File: src/rtl/mash_pkg.sv
// Shared constants for the MASH modulator chain
// and its decimating CIC recovery filter.
package mash_pkg;

  localparam int DN_W       = 4;
  localparam int MASH_ORDER = 3;

  // CIC register width that holds R^3 growth
  // on a DN_W-bit input without overflow.
  function automatic int cic_width(input int bits);
    return DN_W + MASH_ORDER * bits;
  endfunction

endpackage

File: src/rtl/cic_comb.sv
// One registered CIC differentiator, delay 1
// at the decimated rate.
module cic_comb #(
  parameter int W = 28
) (
  input  logic         clk,
  input  logic         rst_n,
  input  logic         clr_i,
  input  logic         valid_i,
  input  logic [W-1:0] x_i,
  output logic         valid_o,
  output logic [W-1:0] y_o
);

  logic [W-1:0] prev_q;
  logic [W-1:0] y_q;
  logic         vld_q;

  // y = x - x_prev on each decimated sample, wrapping
  always_ff @(posedge clk or negedge rst_n) begin
    if (!rst_n) begin
      prev_q <= '0;
      y_q    <= '0;
      vld_q  <= 1'b0;
    end else if (clr_i) begin
      prev_q <= '0;
      y_q    <= '0;
      vld_q  <= 1'b0;
    end else begin
      vld_q <= valid_i;
      if (valid_i) begin
        prev_q <= x_i;
        y_q    <= x_i - prev_q;
      end
    end
  end

  assign valid_o = vld_q;
  assign y_o     = y_q;

endmodule

File: src/rtl/mash_decimator.sv
// Third-order CIC decimator recovering the
// fractional word from a MASH output stream.
module mash_decimator
  import mash_pkg::*;
#(
  parameter  int BITS = 8,
  localparam int CW   = cic_width(BITS)
) (
  input  logic            clk,
  input  logic            rst_n,
  input  logic            clr,
  input  logic [3:0]      dn,
  input  logic            dn_valid,
  output logic [BITS-1:0] f_est,
  output logic            f_valid,
  output logic [CW-1:0]   cic_raw,
  output logic            settled
);

  localparam int SH = 2 * BITS;

  logic rst_meta_q;
  logic rst_sync_q;
  logic arst_n;

  // Async assert, clock-synchronised release
  always_ff @(posedge clk or negedge rst_n) begin
    if (!rst_n) begin
      rst_meta_q <= 1'b0;
      rst_sync_q <= 1'b0;
    end else begin
      rst_meta_q <= 1'b1;
      rst_sync_q <= rst_meta_q;
    end
  end

  assign arst_n = rst_sync_q;

  logic [CW-1:0]   dn_x;
  logic [CW-1:0]   i1_q;
  logic [CW-1:0]   i2_q;
  logic [CW-1:0]   i3_q;
  logic [CW-1:0]   i3_d;
  logic [BITS-1:0] cnt_q;
  logic            win_end;
  logic [CW-1:0]   snap_q;
  logic            snap_v_q;

  assign dn_x    = {{(CW-DN_W){dn[DN_W-1]}}, dn};
  assign i3_d    = i3_q + i2_q;
  assign win_end = dn_valid && (cnt_q == '1);

  // Integrators, window phase and snapshot
  always_ff @(posedge clk or negedge arst_n) begin
    if (!arst_n) begin
      i1_q     <= '0;
      i2_q     <= '0;
      i3_q     <= '0;
      cnt_q    <= '0;
      snap_q   <= '0;
      snap_v_q <= 1'b0;
    end else if (clr) begin
      i1_q     <= '0;
      i2_q     <= '0;
      i3_q     <= '0;
      cnt_q    <= '0;
      snap_q   <= '0;
      snap_v_q <= 1'b0;
    end else begin
      snap_v_q <= win_end;
      if (dn_valid) begin
        i1_q  <= i1_q + dn_x;
        i2_q  <= i2_q + i1_q;
        i3_q  <= i3_d;
        cnt_q <= cnt_q + 1'b1;
      end
      if (win_end) begin
        snap_q <= i3_d;
      end
    end
  end

  logic          c1_v;
  logic          c2_v;
  logic          c3_v;
  logic [CW-1:0] c1_y;
  logic [CW-1:0] c2_y;
  logic [CW-1:0] c3_y;

  cic_comb #(.W(CW)) u_comb1 (
    .clk     (clk),
    .rst_n   (arst_n),
    .clr_i   (clr),
    .valid_i (snap_v_q),
    .x_i     (snap_q),
    .valid_o (c1_v),
    .y_o     (c1_y)
  );

  cic_comb #(.W(CW)) u_comb2 (
    .clk     (clk),
    .rst_n   (arst_n),
    .clr_i   (clr),
    .valid_i (c1_v),
    .x_i     (c1_y),
    .valid_o (c2_v),
    .y_o     (c2_y)
  );

  cic_comb #(.W(CW)) u_comb3 (
    .clk     (clk),
    .rst_n   (arst_n),
    .clr_i   (clr),
    .valid_i (c2_v),
    .x_i     (c2_y),
    .valid_o (c3_v),
    .y_o     (c3_y)
  );

  logic [CW:0]        half;
  logic [CW:0]        rnd_sum;
  logic signed [CW:0] rnd_shr;
  logic [BITS-1:0]    f_d;

  assign half    = (CW+1)'(1) << (SH - 1);
  assign rnd_sum = {c3_y[CW-1], c3_y} + half;
  assign rnd_shr = $signed(rnd_sum) >>> SH;

  // Round to nearest, clamp into 0..2^BITS-1
  always_comb begin
    f_d = rnd_shr[BITS-1:0];
    if (rnd_shr[CW]) begin
      f_d = '0;
    end else if (rnd_shr[CW-1:BITS] != '0) begin
      f_d = '1;
    end
  end

  logic [BITS-1:0] f_est_q;
  logic [CW-1:0]   cic_raw_q;
  logic            f_valid_q;
  logic            settled_q;
  logic [1:0]      nfv_q;

  // Output register; results survive clr
  always_ff @(posedge clk or negedge arst_n) begin
    if (!arst_n) begin
      f_est_q   <= '0;
      cic_raw_q <= '0;
      f_valid_q <= 1'b0;
      settled_q <= 1'b0;
      nfv_q     <= '0;
    end else if (clr) begin
      f_valid_q <= 1'b0;
      settled_q <= 1'b0;
      nfv_q     <= '0;
    end else begin
      f_valid_q <= c3_v;
      if (c3_v) begin
        cic_raw_q <= c3_y;
        f_est_q   <= f_d;
        if (nfv_q == 2'd3) begin
          settled_q <= 1'b1;
        end else begin
          nfv_q <= nfv_q + 2'd1;
        end
      end
    end
  end

  assign f_est   = f_est_q;
  assign cic_raw = cic_raw_q;
  assign f_valid = f_valid_q;
  assign settled = settled_q;

endmodule

File: config.mk
export PLATFORM = sky130hd
export DESIGN_NAME = mash_decimator
export DESIGN_NICKNAME = d
export VERILOG_FILES = /design/src/rtl/mash_pkg.sv /design/src/rtl/cic_comb.sv /design/src/rtl/mash_decimator.sv
export SDC_FILE = /design/constraint.sdc
export NUM_CORES = 1
export LEC_CHECK = 0
export CORE_ASPECT_RATIO = 1.4
export CORE_MARGIN = 2
export CORE_UTILIZATION = 68
export CTS_BUF_LIST = sky130_fd_sc_hd__clkbuf_4 sky130_fd_sc_hd__clkbuf_8
export DETAILED_ROUTE_END_ITERATION = 8
export PLACE_DENSITY_LB_ADDON = 0.05
export SYNTH_ARGS = -nofsm -noshare
export SYNTH_HDL_FRONTEND = slang
export SYNTH_SLANG_ARGS = --single-unit
File: constraint.sdc
create_clock -name clk -period 15 [get_ports clk]
set_input_delay 1.5 -clock clk [delete_from_list [all_inputs] [get_ports clk]]
set_output_delay 1.5 -clock clk [all_outputs]
set_load 0.05 [all_outputs]
# Word level (Yosys, flattened, before mapping)
# Index checks and enable logic that the tools add are counted.
# Widths: inputs -> output; s select.
# word_totals
reg_bits	334
out_inout_bits	38
# classes
bitwise	1
n_eq_ne	3
addsub	9
n_reduce_logical	12
n_mux	35
# op_table
operator	count
$mux 28	20
$add 28x28->28	3
$sub 28x28->28	3
$mux 8	4
$add 28x17->29 const B	1
$reduce_bool 20->1	1
$reduce_bool 2->1	7
$add 8x1->8 const B	1
$eq 8x8->1 const B	1
$mux 1	8
$mux 2	3
$reduce_and 2->1	3
$add 2x1->2 const B	1
$eq 2x2->1 const B	1
$ne 2x2->1 const B	1
$logic_and 1x1->1	1
$not 1->1	1

# Logic depth before layout (Yosys ltp)
# Gate-level depths: netlist of the first run.
# depth
ltp_word	4
ltp_mapped	14
depth_no_buf	14

# Hierarchy
# A second synthesis of the first run with hierarchy kept.
# hier_totals
cells_unflattened	2501
area_unflattened_um2	22088.7
# by_module_without_submodules
mod	cells_each	seq_area_each_um2	instances	area_each_um2
cic_comb	424	1426.4	3	3752.3
mash_decimator	1229	4078.9	1	10831.6

# Worst setup path after synthesis of the first run
# No wires, ideal clock.
# synth_timing
path_kind	input to register
start	in dn[0]
end	reg i1_q[20]
path_buffers	0
t_required_ps	14876
slack_ps	11170
arrival_time_ps	3706
cell_stages	12
cell_sequence	ha_1 -> fa_1 -> a21oi_1 -> nand4b_1 -> nand3_1 -> a31oi_1 -> o21a_1 -> o21ai_0 -> a41o_1 -> a21oi_1 -> nor4_1 -> a211o_1
# synth_between
elab_chain_len	3
# synth_lines
element	line_no	text
from (decl)	mash_decimator.sv:12	input logic [3:0] dn,
$add 28x28->28	mash_decimator.sv:72	i1_q <= i1_q + dn_x;
$mux 28	mash_decimator.sv:71	if (dn_valid) begin
$mux 28	mash_decimator.sv:62	end else if (clr) begin
to (signal assigned)	mash_decimator.sv:72	
to (decl)	mash_decimator.sv:40	logic [CW-1:0] i1_q;
# No other way between the ends. The select of a mux whose other input is x is not followed.
# A chain may end at the register's enable or synchronous reset.

# Worst setup path after layout of the first run
# layout_timing
start	in dn[3]
end	reg i1_q[27]
# Same word-level chain as after synthesis.

==> impl_metrics.ini, run 1 <==
[sta]
worst_slew_pin_slew_ns = 1.14
period_needed_ns = 4.25
slew_viol_final = 0
fmaxAchievable_ghz = 0.235
relSlewSlack = 0.238
hold_viol_final = 0
fin_setup_tns_ns = 0
rsz0062_at_grt = no
finalClockSkew_ns = 0.0228
post-route-period-util = 0.284
setup_violations = 0

[hold_path]
min_path_type = flop to async pin

[grt]
grt_pass1_wl_mm = 75.7
grt_start_max_net_pins = 131
antenna_found_initial = 0
grt_pass1_vias = 16500
overflow = 0
grt_util_all_layers = 0.276

[yosys]
ys_warn_count = 0
syn_area_um2 = 21400
synth.avg_cell_area_um2 = 9.36
yosys_register_bits = 334
syn_inst = 2284
ys_async_sr_fraction = 1.00
synth_edf_count = 0
synthesis.nets = 2463
synth_flop_cell = dfrtp_1
ys_types = 76
ys_seq_area_frac = 0.391
synth_area_leaders = dfrtp_1, ha_1, mux2i_1, nor2_1, xnor2_1
yosysTopAreaCellShare = 0.391
synth_top_area_cell = dfrtp_1

[cts]
cts_setup_buffers = 0
hold_buffers = 0
cts_tree = done
clkTransAtPathRegs_ns = 0.07
root_buffer = clkbuf_8
clock_latency_ns = 0.61
cts_htree_levels = 2
post_cts_resized = 0
cts_made_buffers = 51
clock_path_buffers = 3
cts.sinks = 334

[setup_path]
path_class = input pin to flop
crit_slowest_cell = clkdlybuf4s50_1
cp_slowest_stage_delay_ns = 0.45
startpoint_type = input pin
path_cells = clkdlybuf4s50_1 > buf_4 > ha_1 > and2_1 > o21ai_0 > nand3_1 > a21o_1 > a21oi_1 > o32ai_1 > a221oi_1 > a21oi_1 > nand4b_1
ff2ff_path_depth = 14
path_common_cell = a21oi_1
crit_fanout = 30
end_kind = flop
worstPathArrival_ns = 4.72
required_ns = 15.47

[floorplanning]
rows = 76
die-area_um2 = 32900
die_h_um = 214
fp.coreArea_um2 = 30900
die_x_um = 154
io_pins = 46
start_util = 0.692

[detailed_routing]
postRouteAntennaNets = 0
vias_per_cell = 6.04
vias = 16500
drtIter0Drc = 761
drt_wl_total_mm = 44.8
dr.pass1.iters = 5
drc = 0
wl_per_cell_um = 16.4

[outcome]
status = finished, final reports clean

[layout]
area_delta_synth_final_pct = 9.30
antenna_cells = 0
stdcell_count = 2738
fin_nets = 2484
drive_gt1_frac = 0.0698
fillCellCount = 2238

[placed_design]
dp.cells = 2642
dpl.hpwl_mm = 32.0
gp_congestion = 0.906
port_buffers = 45

[pwr]
leakagePower_nw = 11.1
irDropWorstVdd_mv = 0.0920
power_density_nw_per_um2 = 95.3

[job]
maxCapViolations = 0
worst paths after layout:
path	start	end	slack (ns)
max reg2reg	u_comb2.y_o[0]	u_comb3.y_o[26]	11.12
min	arst_n	i2_q[6]	0.35
min in group clk	rst_meta_q	arst_n	0.38
max	dn[3]	i1_q[27]	10.75
min reg2reg	arst_n	i2_q[6]	0.35
max in group asynchronous	arst_n	u_comb3.prev_q[22]	11.74
Yosys cell counts (all sizes together), types with 19 or more instances:
| library cell | instances |
|---|---|
| mux2i | 195 |
| nor2 | 326 |
| a21oi | 163 |
| xor2 | 43 |
| nand3 | 36 |
| mux2 | 29 |
| nand2b | 30 |
| a31oi | 20 |
| and3 | 19 |
| nor2b | 25 |
| o21bai | 25 |
| xnor2 | 102 |
| o21a | 21 |
| a22o | 21 |
| nand2 | 141 |
| a21o | 80 |
| o21ai | 77 |
| dfrtp | 334 |
| ha | 165 |
| nor3 | 31 |
| clkbuf | 72 |
| a211oi | 36 |
| inv | 115 |
layout by cell type (no fill, tap or decap), types with 29 or more instances in the layout:
cell type and n:
a211oi_1 36, a21o_1 79, a21oi_1 161, clkbuf_8 70
clkdlybuf4s50_1 43, dfrtp_1 330, ha_1 165, inv_1 115
mux2_2 29, mux2i_1 195, nand2_1 141, nand2b_1 30
nand3_1 36, nor2_1 325, nor3_1 31, o21ai_0 69
xnor2_1 102, xor2_1 43
power breakdown:
part | leakage (nW) | internal [mW] | total (mW) | switching [mW]
combinational | 5.78 | 0.143 | 0.348 | 0.205
clock | 0.668 | 0.550 | 0.912 | 0.361
sequential | 4.62 | 0.931 | 0.969 | 0.0376
kinds of logic after synthesis:
group / count (synthesis) / synth area share
AOI/OAI and AO/OA: 529 / 0.162
DFF: 334 / 0.391
buffers and inverters: 204 / 0.0359
and+or+nand+nor: 676 / 0.143
muxes: 224 / 0.107
other: 1 / 0.000175
xor gates and xnor gates: 145 / 0.0594
adders and majority gates: 171 / 0.102
area by class of cell:
cell class | count | area, um^2 | area share
multi-input cells | 1746 | 12300 | 0.525
flip-flops and latches | 334 | 8370 | 0.358
repair buffers | 57 | 543 | 0.0232
inverters | 115 | 432 | 0.0185
well taps | 390 | 488 | 0.0209
clock inverters | 14 | 229 | 0.00980
clock buffers | 82 | 1050 | 0.0451
metrics by stage:
| stage | cell area (um^2) | hold slack [ns] | power (mW) | utilization | setup WS (ns) |
|---|---|---|---|---|---|
| 2_1_floorplan | 21400 | 0.331 | 1.25 | - | 5.00 |
| 3_3_place_gp | 22100 | 0.339 | 1.32 | 0.715 | 10.24 |
| 3_5_place_dp | 22100 | 0.357 | 1.33 | 0.715 | 10.19 |
| 4_1_cts | 23400 | 0.368 | 2.25 | 0.756 | 10.82 |
| 5_1_grt | 23400 | 0.375 | 2.33 | 0.756 | 10.61 |
| 6_report | 23400 | 0.350 | 2.23 | 0.756 | 10.75 |
state kept, by name, indices dropped and copies added (netlist names), 2 cells and up:
name and count:
cic_raw 28, cnt_q 8, f_est 8, i1_q 28, i2_q 28, i3_q 28
nfv_q 2, snap_q 28, u_comb1.prev_q 28, u_comb1.y_o 28, u_comb2.prev_q 28, u_comb2.y_o 28
u_comb3.prev_q 28, u_comb3.y_o 28
critical path, delay by kind of cell:
family | cells | cell delay, ns
simple gates | 3 | 0.50
compound gates | 6 | 1.56
buf+inv | 2 | 0.78
fa+ha+maj | 1 | 0.35
metal layers:
layer | track usage | routed length [um] | up-vias
met5 | 0 | 0 | -
met4 | 0.140 | 2070 | 0
met3 | 0.0315 | 1400 | 144
met2 | 0.526 | 23800 | 343
met1 | 0.305 | 17600 | 7910
li1 | - | - | 8133
Note: power is estimated with default switching activity, not from simulation.
==> inputs of run 2 (changes only) <==
--- a/config.mk
+++ b/config.mk
@@ -7,7 +7,7 @@
 export LEC_CHECK = 0
 export CORE_ASPECT_RATIO = 1.4
 export CORE_MARGIN = 2
-export CORE_UTILIZATION = 68
+export CORE_UTILIZATION = 59
 export CTS_BUF_LIST = sky130_fd_sc_hd__clkbuf_4 sky130_fd_sc_hd__clkbuf_8
 export DETAILED_ROUTE_END_ITERATION = 8
 export PLACE_DENSITY_LB_ADDON = 0.05
==> constraint.sdc (replaced) <==
create_clock -name clk -period 3.9 [get_ports clk]
set_input_delay 0.39 -clock clk [delete_from_list [all_inputs] [get_ports clk]]
set_output_delay 0.39 -clock clk [all_outputs]
set_load 0.05 [all_outputs]
==> impl_metrics.ini, run 2 (synthesis results as in run 1) <==
[outcome]
status = finished, final reports clean

[cts]
clkTransAtPathRegs_ns = 0.06
cts.sinks = 334
cts_tree = done
clock_latency_ns = 0.60
cts_setup_buffers = 0
cts_made_buffers = 53
cts_htree_levels = 2
root_buffer = clkbuf_8
clock_path_buffers = 3

[grt]
grt_start_max_net_pins = 93
antenna_found_initial = 0
grt_pass1_wl_mm = 75.4
overflow = 0
grt_util_all_layers = 0.239
grt_pass1_vias = 16400

[sta]
relSlewSlack = 0.320
worst_slew_pin_slew_ns = 1.02
rsz0062_at_grt = no
slew_viol_final = 0
finalClockSkew_ns = 0.0111
fin_setup_tns_ns = 0
fmaxAchievable_ghz = 0.267
fin_ws_ns = 0.152
post-route-period-util = 0.961
period_needed_ns = 3.75
hold_viol_final = 0
whs_ns = 0.197
setup_violations = 0

[floorplanning]
fp.coreArea_um2 = 35800
die_x_um = 165
start_util = 0.597
io_pins = 46
die-area_um2 = 37800
rows = 82
die_h_um = 229

[setup_path]
crit_fanout = 3
crit_path_end = u_comb3.y_o[26]
cp_slowest_stage_delay_ns = 0.46
reg2reg_from = u_comb2.y_o[0]
worstSetupStartpoint = u_comb2.y_o[0]
r2r-end = u_comb3.y_o[26]
end_kind = flop
startpoint_type = flop
crit_slowest_cell = o31ai_2
path_cells = inv_1 > ha_1 > inv_1 > fa_1 > a211oi_1 > o21bai_1 > o21ai_0 > a21boi_0 > o31ai_2 > o21ai_0 > a21bo_2 > a31oi_1 > xor2_1 > o22ai_1
path_class = flop to flop
r2r_slack_ns = 0.15
worstPathArrival_ns = 4.20
required_ns = 4.35
ff2ff_path_depth = 14

[layout]
final_common_cell = dfrtp_1
fin_nets = 2500
antenna_cells = 0
drive_gt1_frac = 0.0754
area_delta_synth_final_pct = 10.1
stdcell_count = 2823
final_cell_mix = dfrtp_1, nor2_1, mux2i_1
stdcell_area_um2 = 23500

[detailed_routing]
drc = 0
drt_wl_total_mm = 44.3
dr.pass1.iters = 5
vias_per_cell = 5.79
drt-met1-wl_mm = 17.7
top_layer = met4
drtIter0Drc = 716
postRouteAntennaNets = 0
wl_met3_mm = 1.23
wl_per_cell_um = 15.7
route.met2.wl_mm = 23.8
vias = 16300

[hold_path]
min_path_type = input pin to flop

[pwr]
irDropWorstVdd_mv = 0.272
leakagePower_nw = 11.1
power_density_nw_per_um2 = 355

[placed_design]
dp.cells = 2727
dpl-instance-area_um2 = 22300
port_buffers = 45
gp_congestion = 0.895
pre_cts_slack_ns = 0.0622
dpl.hpwl_mm = 32.0

[job]
maxCapViolations = 0
-- run 2: critical path: cells and delay by family, from the launching register on --
kind / cells / cell delay (ns)
compound gates: 9 / 2.32
buf+inv: 2 / 0.12
flops: 1 / 0.39
fa+ha+maj: 2 / 0.58
xor+xnor: 1 / 0.17
-- run 2: worst min-delay path by stage --
stage          startpoint         endpoint  cells after the start  slack [ns]
2_1_floorplan       rst_n       rst_meta_q                      0        0.09
3_3_place_gp   rst_meta_q           arst_n                      0        0.33
3_5_place_dp   rst_meta_q           arst_n                      0        0.34
4_1_cts               clr  u_comb3.y_o[21]                      2        0.16
5_1_grt               clr  u_comb2.y_o[25]                      2        0.20
6_report              clr  u_comb2.y_o[27]                      2        0.20
-- run 2: through the flow --
step	utilization	total power, mW
after global routing	0.658	8.82
final	0.658	8.36
after CTS	0.657	8.47
after detailed placement	0.623	5.10
after floorplan	-	4.81
after global placement	0.623	5.06
-- run 2: what timing repair did --
item	4_1_cts	5_1_grt
setup endpoints to repair	0	1
hold buffers	1	0
hold endpoints to repair	2	0
resized for setup	0	1
-- run 2: layout make-up --
class / instances / area [um^2]
Multi-Input combinational cell: 1746 / 12300
Fill cell: 2962 / 12300
Sequential cell: 334 / 8370
Clock buffer: 81 / 1060
Timing Repair Buffer: 71 / 688
Tap cell: 462 / 578
Inverter: 115 / 432
Clock inverter: 14 / 153
-- run 2: report_power, final --
group	switching, mW	leakage (nW)	internal [mW]
Clock	1.39	0.633	1.93
Sequential	0.130	4.62	3.58
Combinational	0.770	5.86	0.560
-- run 2: metal layers --
metal	vias up	track usage
li1	8162	-
met1	7837	0.264
met2	234	0.455
met3	99	0.0313
met4	0	0.0899
met5	-	0
